`config.mk`:
```
export PLATFORM = sky130hd
export DESIGN_NAME = monster_sprite_drawer
export DESIGN_NICKNAME = d
export VERILOG_FILES = /design/src/rtl/sprite_pkg.sv /design/src/rtl/sprite_box_addr.sv /design/src/rtl/monster_sprite_drawer.sv
export SDC_FILE = /design/constraint.sdc
export NUM_CORES = 1
export LEC_CHECK = 0
export ABC_AREA = 0
export BUFFER_PORTS_ARGS = -buffer_cell sky130_fd_sc_hd__buf_2
export CAP_MARGIN = 20
export CELL_PAD_IN_SITES_DETAIL_PLACEMENT = 1
export CELL_PAD_IN_SITES_GLOBAL_PLACEMENT = 1
export CORE_ASPECT_RATIO = 1.4
export CORE_MARGIN = 1.5
export CORE_UTILIZATION = 41
export CTS_BUF_LIST = sky130_fd_sc_hd__clkbuf_8 sky130_fd_sc_hd__clkbuf_16
export DETAILED_ROUTE_END_ITERATION = 10
export GPL_TIMING_DRIVEN = 0
export PLACE_DENSITY_LB_ADDON = 0.1
export RECOVER_POWER = 50
export SYNTH_ARGS = -nofsm -noshare
export SYNTH_HDL_FRONTEND = slang
export SYNTH_SLANG_ARGS = --single-unit
```
`constraint.sdc`:
```
create_clock -name Clk -period 9.04 [get_ports Clk]
set_clock_uncertainty 0.2 [all_clocks]
set_input_delay 1.356 -clock Clk [delete_from_list [all_inputs] [get_ports Clk]]
set_output_delay 1.356 -clock Clk [all_outputs]
set_load 0.01 [all_outputs]
```
`src/rtl/sprite_pkg.sv`:
```
// rtl/sprite_pkg.sv - shared types and constants for the sprite drawers
package sprite_pkg;

    typedef logic [23:0] rgb_t;
    typedef logic [9:0]  coord_t;

    localparam int   SCREEN_W        = 640;
    localparam int   SCREEN_H        = 480;
    localparam rgb_t TRANSPARENT_KEY = 24'hFF00FF;

    // Bits needed to index every pixel of a w x h sprite.
    function automatic int sprite_addr_w(input int w, input int h);
        return $clog2(w * h);
    endfunction

endpackage

```
`src/rtl/sprite_box_addr.sv`:
```
// rtl/sprite_box_addr.sv - combinational in-box test and sprite RAM address
// Shared by the monster, doodler and platform drawers.
module sprite_box_addr
    import sprite_pkg::*;
#(
    parameter int SPRITE_W = 16,
    parameter int SPRITE_H = 16
) (
    input  logic       en,
    input  coord_t     draw_x,
    input  coord_t     draw_y,
    input  coord_t     pos_x,
    input  coord_t     pos_y,
    output logic       in_box,
    output logic [8:0] addr
);

    logic [10:0] dx11;
    logic [10:0] dy11;

    // Sums carried in 11 bits so a sprite near X/Y = 1023 never wraps to 0.
    always_comb begin
        dx11   = {1'b0, draw_x} - {1'b0, pos_x};
        dy11   = {1'b0, draw_y} - {1'b0, pos_y};
        in_box = en
               & ({1'b0, draw_x} >= {1'b0, pos_x})
               & ({1'b0, draw_x} <  ({1'b0, pos_x} + 11'(SPRITE_W)))
               & ({1'b0, draw_y} >= {1'b0, pos_y})
               & ({1'b0, draw_y} <  ({1'b0, pos_y} + 11'(SPRITE_H)));
        addr   = in_box ? 9'(dy11 * 11'(SPRITE_W) + dx11) : 9'd0;
    end

endmodule

```
`src/rtl/monster_sprite_drawer.sv`:
```
// rtl/monster_sprite_drawer.sv - monster sprite pixel stage with frame latch and hit flash
// Three-cycle pipeline: address, RAM read, colour-keyed output.
module monster_sprite_drawer
    import sprite_pkg::*;
#(
    parameter int         SPRITE_W     = 16,
    parameter int         SPRITE_H     = 16,
    parameter logic [23:0] TRANSPARENT = TRANSPARENT_KEY,
    parameter logic [5:0] FLASH_FRAMES = 6'd32
) (
    input  logic        Clk,
    input  logic        Reset,
    input  logic        frame_clk,
    input  logic [9:0]  DrawX,
    input  logic [9:0]  DrawY,
    input  logic [9:0]  MonsterX,
    input  logic [9:0]  MonsterY,
    input  logic        monster_on,
    input  logic        hit_pulse,
    output logic [8:0]  ram_read_address,
    input  logic [23:0] ram_data,
    output logic        pixel_valid,
    output logic [23:0] pixel_rgb
);

    logic       frame_clk_q;
    coord_t     pos_x_q, pos_x_d;
    coord_t     pos_y_q, pos_y_d;
    logic       on_q, on_d;
    logic [5:0] flash_cnt_q, flash_cnt_d;
    logic [8:0] addr_q, addr_d;
    logic       in_box1_q, in_box1_d;
    logic       in_box2_q, in_box2_d;
    logic       valid_q, valid_d;
    rgb_t       rgb_q, rgb_d;

    logic       frame_edge;
    logic       flash_on;
    logic       in_box;
    logic [8:0] box_addr;

    sprite_box_addr #(
        .SPRITE_W (SPRITE_W),
        .SPRITE_H (SPRITE_H)
    ) u_box (
        .en     (on_q),
        .draw_x (DrawX),
        .draw_y (DrawY),
        .pos_x  (pos_x_q),
        .pos_y  (pos_y_q),
        .in_box (in_box),
        .addr   (box_addr)
    );

    always_comb begin
        frame_edge  = frame_clk & ~frame_clk_q;
        pos_x_d     = pos_x_q;
        pos_y_d     = pos_y_q;
        on_d        = on_q;
        flash_cnt_d = flash_cnt_q;
        if (frame_edge) begin
            pos_x_d = MonsterX;
            pos_y_d = MonsterY;
            on_d    = monster_on;
            if (flash_cnt_q != 6'd0) begin
                flash_cnt_d = flash_cnt_q - 6'd1;
            end
        end
        // A new hit restarts the flash and beats a same-cycle decrement.
        if (hit_pulse) begin
            flash_cnt_d = FLASH_FRAMES;
        end

        addr_d    = box_addr;
        in_box1_d = in_box;
        in_box2_d = in_box1_q;

        flash_on = (flash_cnt_q != 6'd0) & flash_cnt_q[2];
        valid_d  = in_box2_q & (ram_data != TRANSPARENT);
        rgb_d    = valid_d ? (flash_on ? ~ram_data : ram_data) : 24'd0;
    end

    always_ff @(posedge Clk or posedge Reset) begin
        if (Reset) begin
            frame_clk_q <= 1'b0;
            pos_x_q     <= '0;
            pos_y_q     <= '0;
            on_q        <= 1'b0;
            flash_cnt_q <= '0;
            addr_q      <= '0;
            in_box1_q   <= 1'b0;
            in_box2_q   <= 1'b0;
            valid_q     <= 1'b0;
            rgb_q       <= '0;
        end else begin
            frame_clk_q <= frame_clk;
            pos_x_q     <= pos_x_d;
            pos_y_q     <= pos_y_d;
            on_q        <= on_d;
            flash_cnt_q <= flash_cnt_d;
            addr_q      <= addr_d;
            in_box1_q   <= in_box1_d;
            in_box2_q   <= in_box2_d;
            valid_q     <= valid_d;
            rgb_q       <= rgb_d;
        end
    end

    assign ram_read_address = addr_q;
    assign pixel_valid      = valid_q;
    assign pixel_rgb        = rgb_q;

endmodule

```
==> impl_results.md, run 1 <==
* Seq cells post-synth at 64
* Distinct cells, synth at 42
* CP Launch Point: Reset
* WL per Instance at 16.5 µm
* Die area at 0.0101 mm²
* ANT nets after route at 0
* Number of fill cells at 1095
* Final std cells w/o fill at 621
* Largest net degree at the start of global routing at 42
* Die Wd at 85.4 µm
* Core Region at ~0.0091 mm²
* Met2 WL at 5750 µm
* Max-cap check violation count at 1
* Num rows at 41
* Area Growth Syn to Fin at 24.5%
* Area of the multi-input gates at around 0.0021 mm²
* Leakage Power at 2.40 nW
* Unrepaired setup endpoints after global routing: false
* Post-CTS setup buffer count at 0
* DR iter-0 viols at 120
* Fmax at 247 MHz
* Initial antenna violation count at 0
* Cell Area, Synth at 0.00389 mm²
* Longest Clk Path Bufs at 2
* CTS Buf Count at 9
* Post-DP Area at 0.00456 mm²
* # nets final at 630
* Status: complete, but fails checks
* Drt pass-1 iters at 7
* Cells after Synth at roughly 390
* Synth warn at 0
* TNS Setup at 0 ns
* Setup violators final at 0
* Hold_sp: in_box1_q
* Buffers on Ports at just over 100
* Asr flop ratio synth at 100%
* WL met3 at 384 µm
* Seq/Total Area, Yosys at about two fifths
* Residual DRC at 6
* Total congestion overflow at 0
* Clock Latency Late Sink at 0.34 ns
* DP Wirelength at 7830 µm
* Final Hold Fails at 0
* Fin crit share at 44.7%
* Layout cells sized above 1 at 22.0%
* Hold Path Class: reg -> reg
* Sink Count at 64
* Mapped Nets at 515
* Max VDD drop at roughly 0.1 mV
* ANT cells at 0
* Design area at 0.00485 mm²
* Synth top area cells: dfrtp_1 (41%), ha_1 (14%), xnor2_1 (8.3%), fa_1 (4.6%), inv_1 (4.1%)
* Crit path time final at 4.04 ns
* Number of global-route vias before repair at 3700
* Post-synth top area cell: dfrtp_1
* CTS Root Cell: clkbuf_16
* Total number of vias at between 3000 and 4000
* Number of slew-limit violations in the final report at 42
* Crit. End Element: async pin
* H-Tree Depth at 3
* CP required at 8.83 ns
* Type of the worst setup path: in -> async
* Critical Path AT at roughly 3.8 ns
* Ports at 103
* Total Wirelength at 10300 µm
* Ys flop type: dfrtp_1
* Hold_buf cts at 0
* RePlAce Congestion at 0.807
* Most common cell after layout, fill and taps aside: buf_2
* Commonest cells after routing, fill and taps aside: buf_2 (87), dfrtp_1 (64), ha_1 (43)
* Syn Area/Cell at 9.88 µm²
* Top cell type's share of synthesized area at 41.1%
* RR Startpoint: pos_x_q[4]
* Starting Density at 42.6%
* Post-CTS Resized at 0
* FF/Latch Area at 0.00160 mm²
* Metal1 wirelength at 3980 µm
* GRT Resource Usage Total at 22.3%
* Inst Count DP at just over 600
* Worst-Margin Slew at roughly 2.2 ns
* Avg Vias per Cell at 5.17
* Post-synth EDFFs at 0
* Uppermost layer routed: met4
* Die Ht at 118 µm
* First-pass GRT wire length at 17500 µm
* Failing checks: DRC, capacitance limit, slew limit
* CP startpoint kind: input pin
* CTS tree: done
* Max-slew headroom at -48.0%
* PD cells at 203 mW/mm²
* Clk slew on worst S/H paths at around 0.060 ns
* CP Max Fanout at 41
layer usage:
| layer | GRT usage [%] | vias to the layer above |
|---|---|---|
| met1 | 23.6 | 1592 |
| li1 | - | 1549 |
| met2 | 42.8 | 62 |
| met3 | 4.61 | 10 |
| met5 | 0 | - |
| met4 | 7.36 | 0 |
registers in the layout, indices dropped and copies added, names as in the netlist:
name / flops
on_q: 1
pos_y_q: 10
in_box1_q: 1
pos_x_q: 10
frame_clk_q: 1
in_box2_q: 1
ram_read_address: 9
pixel_valid: 1
pixel_rgb: 24
flash_cnt_q: 6
cells in the mapped netlist (all sizes together), types with 2 or more instances:
master,count
nor3,7
nor4b,2
a21boi,2
nand2b,2
o211ai,2
xor2,6
o41ai,2
fa,9
o21a,3
nor2b,8
a2111oi,2
ha,43
mux2,2
a211oi,2
o21ai,25
and3,2
buf,3
a21oi,17
nand2,29
a21o,5
inv,42
nand4,8
xnor2,37
nand3,11
clkbuf,7
dfrtp,64
nor2,42
stage by stage:
step	total power, mW	worst slack [ns]	hold WS [ns]	util (%)
after floorplan	0.528	5.22	0.131	-
after global placement	0.594	4.95	0.138	49.7
after detailed placement	0.611	4.91	0.138	49.9
after CTS	0.994	5.24	0.154	53.4
after global routing	1.05	4.44	0.165	53.1
final	0.984	5.00	0.152	53.1
cell type report:
class	instances	area share, %
Sequential cell	64	33.0
Clock buffer	9	4.65
Inverter	42	3.25
Clock inverter	7	1.96
Buffer	10	0.929
Multi-Input combinational cell	278	43.1
Timing Repair Buffer	104	10.3
Tap cell	107	2.76
path summary, 6_finish.rpt:
| path | end | slack [ns] | cells after the start |
|---|---|---|---|
| max in group Clk | ram_read_address[7] | 5.24 | 11 |
| worst min register to register | in_box2_q | 0.15 | 0 |
| worst min-delay path | in_box2_q | 0.15 | 0 |
| worst max-delay path | pixel_rgb[8] | 5.00 | 3 |
| worst max register to register | ram_read_address[7] | 5.82 | 10 |
| min in group asynchronous | pixel_rgb[1] | 1.04 | 2 |
where the power goes:
group	switching [mW]	internal, mW
logic	0.159	0.124
clock network	0.139	0.242
registers	0.0141	0.307
worst max-delay path, cell delays in order:
cell and delay (ns):
buf_2 0.09, inv_1 0.70, clkbuf_1 1.65
logic make-up (layout without fill, tap and decap cells):
group | Yosys count | count (layout) | synth area share (%)
multiplexers | 2 | 2 | 0.579
AND/OR/NAND/NOR | 115 | 115 | 14.1
flip-flops | 64 | 64 | 41.1
XOR/XNOR | 43 | 43 | 9.68
buffers and inverters | 52 | 172 | 5.21
AO/OA/AOI/OAI | 66 | 66 | 10.8
adder cells (fa/ha/maj) | 52 | 52 | 18.5
(Power assumes the default switching activity.)
==> run 2: changes to the inputs <==
--- a/config.mk
+++ b/config.mk
@@ -12,7 +12,7 @@
 export CELL_PAD_IN_SITES_GLOBAL_PLACEMENT = 1
 export CORE_ASPECT_RATIO = 1.4
 export CORE_MARGIN = 1.5
-export CORE_UTILIZATION = 41
+export CORE_UTILIZATION = 36
 export CTS_BUF_LIST = sky130_fd_sc_hd__clkbuf_8 sky130_fd_sc_hd__clkbuf_16
 export DETAILED_ROUTE_END_ITERATION = 10
 export GPL_TIMING_DRIVEN = 0
==> constraint.sdc (replaced) <==
create_clock -name Clk -period 3.6 [get_ports Clk]
set_clock_uncertainty 0.2 [all_clocks]
set_input_delay 0.54 -clock Clk [delete_from_list [all_inputs] [get_ports Clk]]
set_output_delay 0.54 -clock Clk [all_outputs]
set_load 0.01 [all_outputs]
==> run 2 against run 1 <==
- routed wire length fell by 3.7%
- the flow finishes with violations (capacitance limit, slew limit)
- critical path type is now reg -> reg
- power rose to 2.6 times the previous value
- sequential cell count did not move
- first-iteration DRC count fell by 56%
==> impl_results.md, run 2 (synthesized netlist as in run 1, its figures left out) <==
* Status: complete, but fails checks
* Failing checks: capacitance limit, slew limit
* Setup violators final at 0 (unchanged)
* Max stage delay on crit path at 0.54 ns (-1.11 ns)
* Worst path buffer plus inverter count at 1 (-2)
* WL per Instance at 15.2 µm (-8.2%)
* Most common cell after layout, fill and taps aside: buf_2
* Total number of vias at 3188 (-0.78%)
* Clk slew on worst S/H paths at 0.06 ns (about the same)
* Number of global-route vias before repair at 3520 (-4.9%)
* Cell family with most CP delay: compound AO/OA/AOI/OAI gates
* Total Wirelength at 9880 µm (-3.7%)
* Most used cell, CP: ha_1
* Clock Latency Late Sink at 0.34 ns (about the same)
* Post-CTS Resized at 0 (unchanged)
* H-Tree Depth at 3 (unchanged)
* Commonest cells after routing, fill and taps aside: buf_2 (88), dfrtp_1 (64), ha_1 (43)
* Max FFs per register at 24 (unchanged)
* Type of the worst setup path: reg -> reg
* Combinational power share at 27.7% (-1.0 points)
* Layout cells sized above 1 at 22.0% (+0.043 points)
* Worst hold slack at 0.115 ns (-0.0372 ns)
* Setup WS pre-CTS at 0.315 ns (-4.59 ns)
* Die Ht at 126 µm (+6.6%)
* Hold_buf cts at 0 (unchanged)
* CP Launch Point: pos_x_q[4]
* Number of slew-limit violations in the final report at 65 (+55%)
* Max-cap check violation count at 1 (unchanged)
* Fin crit share at ~88%
* Hold Path Stages at 1 (+1)
* Crit. End Element: register
* Num rows at 44 (+7.3%)
* RR Endpoint: ram_read_address[7]
* Avg Vias per Cell at 4.90 (-5.4%)
* ANT nets after route at 0 (unchanged)
* Number of fill cells at 1250 (+14%)
* Drt pass-1 iters at 4 (-3)
* CP required at 3.65 ns (-5.18 ns)
* Sink Count at 64 (unchanged)
* Longest Clk Path Bufs at 2 (unchanged)
* Final std cells w/o fill at 651 (+4.8%)
* Critical Path AT at 3.22 ns (-0.61 ns)
* Final Hold Fails at 0 (unchanged)
* R2r setup slk at 0.43 ns (-5.39 ns)
* Internal power at 1.77 mW (+160%)
* First-pass GRT wire length at 16800 µm (-3.9%)
* Clock power share at 40.8% (+2.1 points)
* Sequential power share at 31.5% (-1.1 points)
* Leakage Power at 2.42 nW (+0.53%)
* CTS Root Cell: clkbuf_16
* Unrepaired setup endpoints after global routing: false
* RePlAce Congestion at 0.813 (+0.73%)
* Final setup margin at 0.431 ns (-4.57 ns)
* Largest net degree at the start of global routing at 65 (+55%)
* ANT cells at 0 (unchanged)
* Total congestion overflow at 0 (unchanged)
* Area Growth Syn to Fin at 26.2%
* CP Max Fanout at 10 (-76%)
* Initial antenna violation count at 0 (unchanged)
* Post-CTS setup buffer count at 0 (unchanged)
* PD cells at 519 mW/mm² (+160%)
* Cells along the critical path: ha_1 -> nand3_2 -> xnor2_1 -> ha_1 -> o2111a_1 -> a2111oi_2 -> o211ai_1 -> or4_1 -> buf_6 -> a311oi_2
* Hold path endpoint: frame_clk_q
* TNS Setup at 0 ns (unchanged)
* Die Wd at 90.9 µm (+6.5%)
* Residual DRC at 0 (-6)
* Switching share of total power at 30.8% (-0.89 points)
* Worst-Margin Slew at 2.50 ns (+0.279 ns)
* Total Power at 2.55 mW (+160%)
* Max VDD drop at 0.317 mV (+220%)
* CTS Buf Count at 9 (unchanged)
* Reg2Reg Depth at 10 (unchanged)
* Crit-path slowest cell: or4_1
* CTS tree: done
* Ports at 103 (unchanged)
* NetSw at 785 µW (+150%)
* CP startpoint kind: register
* Crit path time final at 3.17 ns
* RR Startpoint: pos_x_q[4]
* Fmax at 316 MHz
* Hold_sp: frame_clk
* Hold Path Class: in -> reg
* DR iter-0 viols at 53 (-56%)
* Buffers on Ports at 102 (unchanged)
* Core Region at 0.0105 mm² (+15%)
* # nets final at 629 (-0.16%)
* Inst Count DP at 635 (+5.1%)
* DP Wirelength at 7600 µm (-3.0%)
* Starting Density at 37.2% (-5.4 points)
* Max-slew headroom at -66.7% (-19 points)
* GRT Resource Usage Total at 18.8% (-3.5 points)
* Die area at 0.0115 mm² (+13%)
[run 2: area by class of cell]
type,count,area [µm²],share of cell area [%]
tap,138,173,3.52
sequential,64,1600,32.6
multi-input combinational,278,2090,42.5
inverter,42,158,3.21
buffer,10,45.0,0.917
timing repair buffer,103,497,10.1
clock buffer,9,225,4.58
clock inverter,7,125,2.55
[run 2: power groups by stage]
stage | clock network [mW] | registers [mW] | logic [mW]
after floorplan | 0 | 0.814 | 0.512
after global placement | 0 | 0.815 | 0.682
after detailed placement | 0 | 0.817 | 0.709
after CTS | 1.07 | 0.805 | 0.723
after global routing | 1.09 | 0.811 | 0.815
final | 1.04 | 0.805 | 0.707
[run 2: through the flow]
stage | area (µm²) | utilization (%)
final | 4910 | 47.0
after floorplan | 3890 | -
after global placement | 4580 | 43.7
after global routing | 4910 | 47.0
after detailed placement | 4580 | 43.8
after CTS | 4930 | 47.2
[run 2: how the worst max path moves through the flow]
stage | to | slack (ns) | cells past startpoint
final | ram_read_address[7] | 0.43 | 10
after global routing | ram_read_address[3] | 0.18 | 10
after CTS | ram_read_address[7] | 0.39 | 10
after detailed placement | ram_read_address[7] | 0.31 | 11
after global placement | ram_read_address[7] | 0.32 | 11
after floorplan | ram_read_address[7] | 0.60 | 10
[run 2: per-layer routing]
layer	share of wire, %	vias up	track usage, %
met3	4.1	14	4.29
met1	40	1563	20.5
met5	0	-	0
li1	-	1544	-
met4	2.1	0	7.54
met2	54	67	34.8
==> run 3: changes to the inputs <==
==> constraint.sdc (replaced) <==
create_clock -name Clk -period 3.6 [get_ports Clk]
set_clock_uncertainty 0.2 [all_clocks]
set_input_delay 0 -clock Clk [delete_from_list [all_inputs] [get_ports Clk]]
set_output_delay 0 -clock Clk [all_outputs]
set_load 0.01 [all_outputs]
==> run 3 against run 2 <==
- the run still ends with capacitance limit, slew limit left
- routed wire length grew 12%
- final cell count grew 7.8%
- die area is the same
- first-iteration DRC count grew 13%
- sequential power is essentially flat
- maximum frequency is essentially flat
- worst setup slack gained 0.0011 ns
- critical path depth is the same
- largest power group unchanged
- highest routed layer unchanged
==> impl_results.md, run 3 (synthesized netlist as in run 1, its figures left out) <==
* Buffers on Ports at 102 (unchanged)
* Failing checks: capacitance limit, slew limit
* Max VDD drop at 0.319 mV (+0.46%)
* Avg Vias per Cell at 4.83 (-1.4%)
* Inst Count DP at 635 (unchanged)
* CTS Root Cell: clkbuf_16
* Met2 usage at 39.2% (+4.4 points)
* RePlAce Congestion at 0.813 (unchanged)
* # nets final at 680 (+8.1%)
* Final Hold Fails at 0 (unchanged)
* Layout cells sized above 1 at 16.5% (-5.5 points)
* Number of slew-limit violations in the final report at 65 (unchanged)
* Total Power at 2.60 mW (+1.9%)
* Crit path time final at 3.17 ns (-0.00113 ns)
* Status: complete, but fails checks
* Commonest cells after routing, fill and taps aside: buf_2 (68), dfrtp_1 (64), dlygate4sd3_1 (51)
* Max-slew headroom at -64.9% (+1.9 points)
* Die Ht at 126 µm (unchanged)
* Die Wd at 90.9 µm (unchanged)
* Type of the worst setup path: reg -> reg
* Final setup margin at 0.432 ns (+0.00113 ns)
* Largest net degree at the start of global routing at 65 (unchanged)
* Longest Clk Path Bufs at 2 (unchanged)
* Crit. End Element: register
* Max-cap check violation count at 1 (unchanged)
* Number of fill cells at 1232 (-1.4%)
* Leakage Power at 2.55 nW (+5.4%)
* Total number of vias at 3389 (+6.3%)
* Num rows at 44 (unchanged)
* Worst hold slack at 0.126 ns (+0.0109 ns)
* CP startpoint kind: register
* CTS tree: done
* ANT cells at 0 (unchanged)
* GRT Resource Usage Total at 20.7% (+1.9 points)
* Unrepaired setup endpoints after global routing: false
* Initial antenna violation count at 0 (unchanged)
* Ports at 103 (unchanged)
* Final std cells w/o fill at 702 (+7.8%)
* CP Max Fanout at 10 (unchanged)
* Starting Density at 37.2% (unchanged)
* Drt pass-1 iters at 4 (unchanged)
* Setup WS pre-CTS at 0.421 ns (+0.106 ns)
* Clk slew on worst S/H paths at 0.06 ns (about the same)
* PD cells at 482 mW/mm² (-7.2%)
* CP required at 3.65 ns (about the same)
* Core Region at 0.0105 mm² (unchanged)
* Max stage delay on crit path at 0.54 ns (about the same)
* Design area at 0.00540 mm² (+9.9%)
* Setup violators final at 0 (unchanged)
* ANT nets after route at 0 (unchanged)
* Clock Latency Late Sink at 0.34 ns (about the same)
* First-pass GRT wire length at 18500 µm (+10%)
* Residual DRC at 0 (unchanged)
* Worst-Margin Slew at 2.47 ns (-0.0284 ns)
* Most used cell, CP: ha_1
* GR Util met3 at 5.56% (+1.3 points)
* DR iter-0 viols at 60 (+13%)
* DP Wirelength at 7600 µm (unchanged)
* Die area at 0.0115 mm² (unchanged)
* Post-DP Area at 0.00458 mm² (unchanged)
* Max FFs per register at 24 (unchanged)
* Area Growth Syn to Fin at 38.7%
* Critical Path AT at 3.22 ns (about the same)
* Crit-path slowest cell: or4_1
* Total congestion overflow at 0 (unchanged)
* Cells along the critical path: ha_1 -> nand3_2 -> xnor2_1 -> ha_1 -> o2111a_1 -> a2111oi_2 -> o211ai_1 -> or4_1 -> buf_6 -> a311oi_2
* Grt met1 use at 21.6% (+1.1 points)
* Grt peak-use layer: met2
* Most common cell after layout, fill and taps aside: buf_2
* Sink Count at 64 (unchanged)
* TNS Setup at 0 ns (unchanged)
* H-Tree Depth at 3 (unchanged)
* Fmax at 316 MHz (about the same)
* Number of global-route vias before repair at 3809 (+8.2%)
* CTS Buf Count at 9 (unchanged)
* Total Wirelength at 11000 µm (+12%)
* Fin crit share at 88.0% (about the same)
* Core Util, Final at 51.6% (+4.6 points)
* WL per Instance at 15.7 µm (+3.5%)
* Hold Path Class: in -> reg
## run 3: layout make-up
class | instances | area, µm² | area share (%)
well taps | 138 | 173 | 3.20
multi-input cells | 278 | 2090 | 38.7
flip-flops and latches | 64 | 1600 | 29.7
clock inverters | 7 | 125 | 2.32
plain buffers | 10 | 45.0 | 0.834
repair buffers | 154 | 982 | 18.2
inverters | 42 | 158 | 2.92
clock buffers | 9 | 225 | 4.17
## run 3: worst max-delay path, delay by kind of cell, from the launching register on
family / cells / cell delay [ns]
simple gates: 2 / 0.66
compound gates: 4 / 0.86
fa+ha+maj: 2 / 0.56
xor+xnor: 1 / 0.15
buf+inv: 1 / 0.18
flops: 1 / 0.47
## run 3: worst paths after layout
kind,from,endpoint,slack [ns],cells after the start
worst max-delay path,pos_x_q[4],ram_read_address[7],0.43,10
worst min-delay path,DrawX[3],ram_read_address[4],0.13,5
worst max register to register,pos_x_q[4],ram_read_address[7],0.43,10
worst min register to register,in_box1_q,in_box2_q,0.15,0
max in group asynchronous,Reset,ram_read_address[4],0.89,3
min in group asynchronous,Reset,flash_cnt_q[0],0.90,3
## run 3: power breakdown
| group | switching, mW | internal, mW | leakage [nW] |
|---|---|---|---|
| sequential | 0.0350 | 0.770 | 0.847 |
| combinational | 0.409 | 0.346 | 1.53 |
| clock | 0.357 | 0.685 | 0.171 |
## run 3: metal layers
| layer | up-vias | part of all wire, % |
|---|---|---|
| met5 | - | 0 |
| met4 | 0 | 2.0 |
| met3 | 16 | 4.1 |
| met2 | 71 | 55 |
| met1 | 1653 | 39 |
| li1 | 1649 | - |
## run 3: timing repair
action,CTS,global route
hold buffers,51,0
setup buffers,0,0
hold endpoints to repair,118,0
resized for setup,0,0
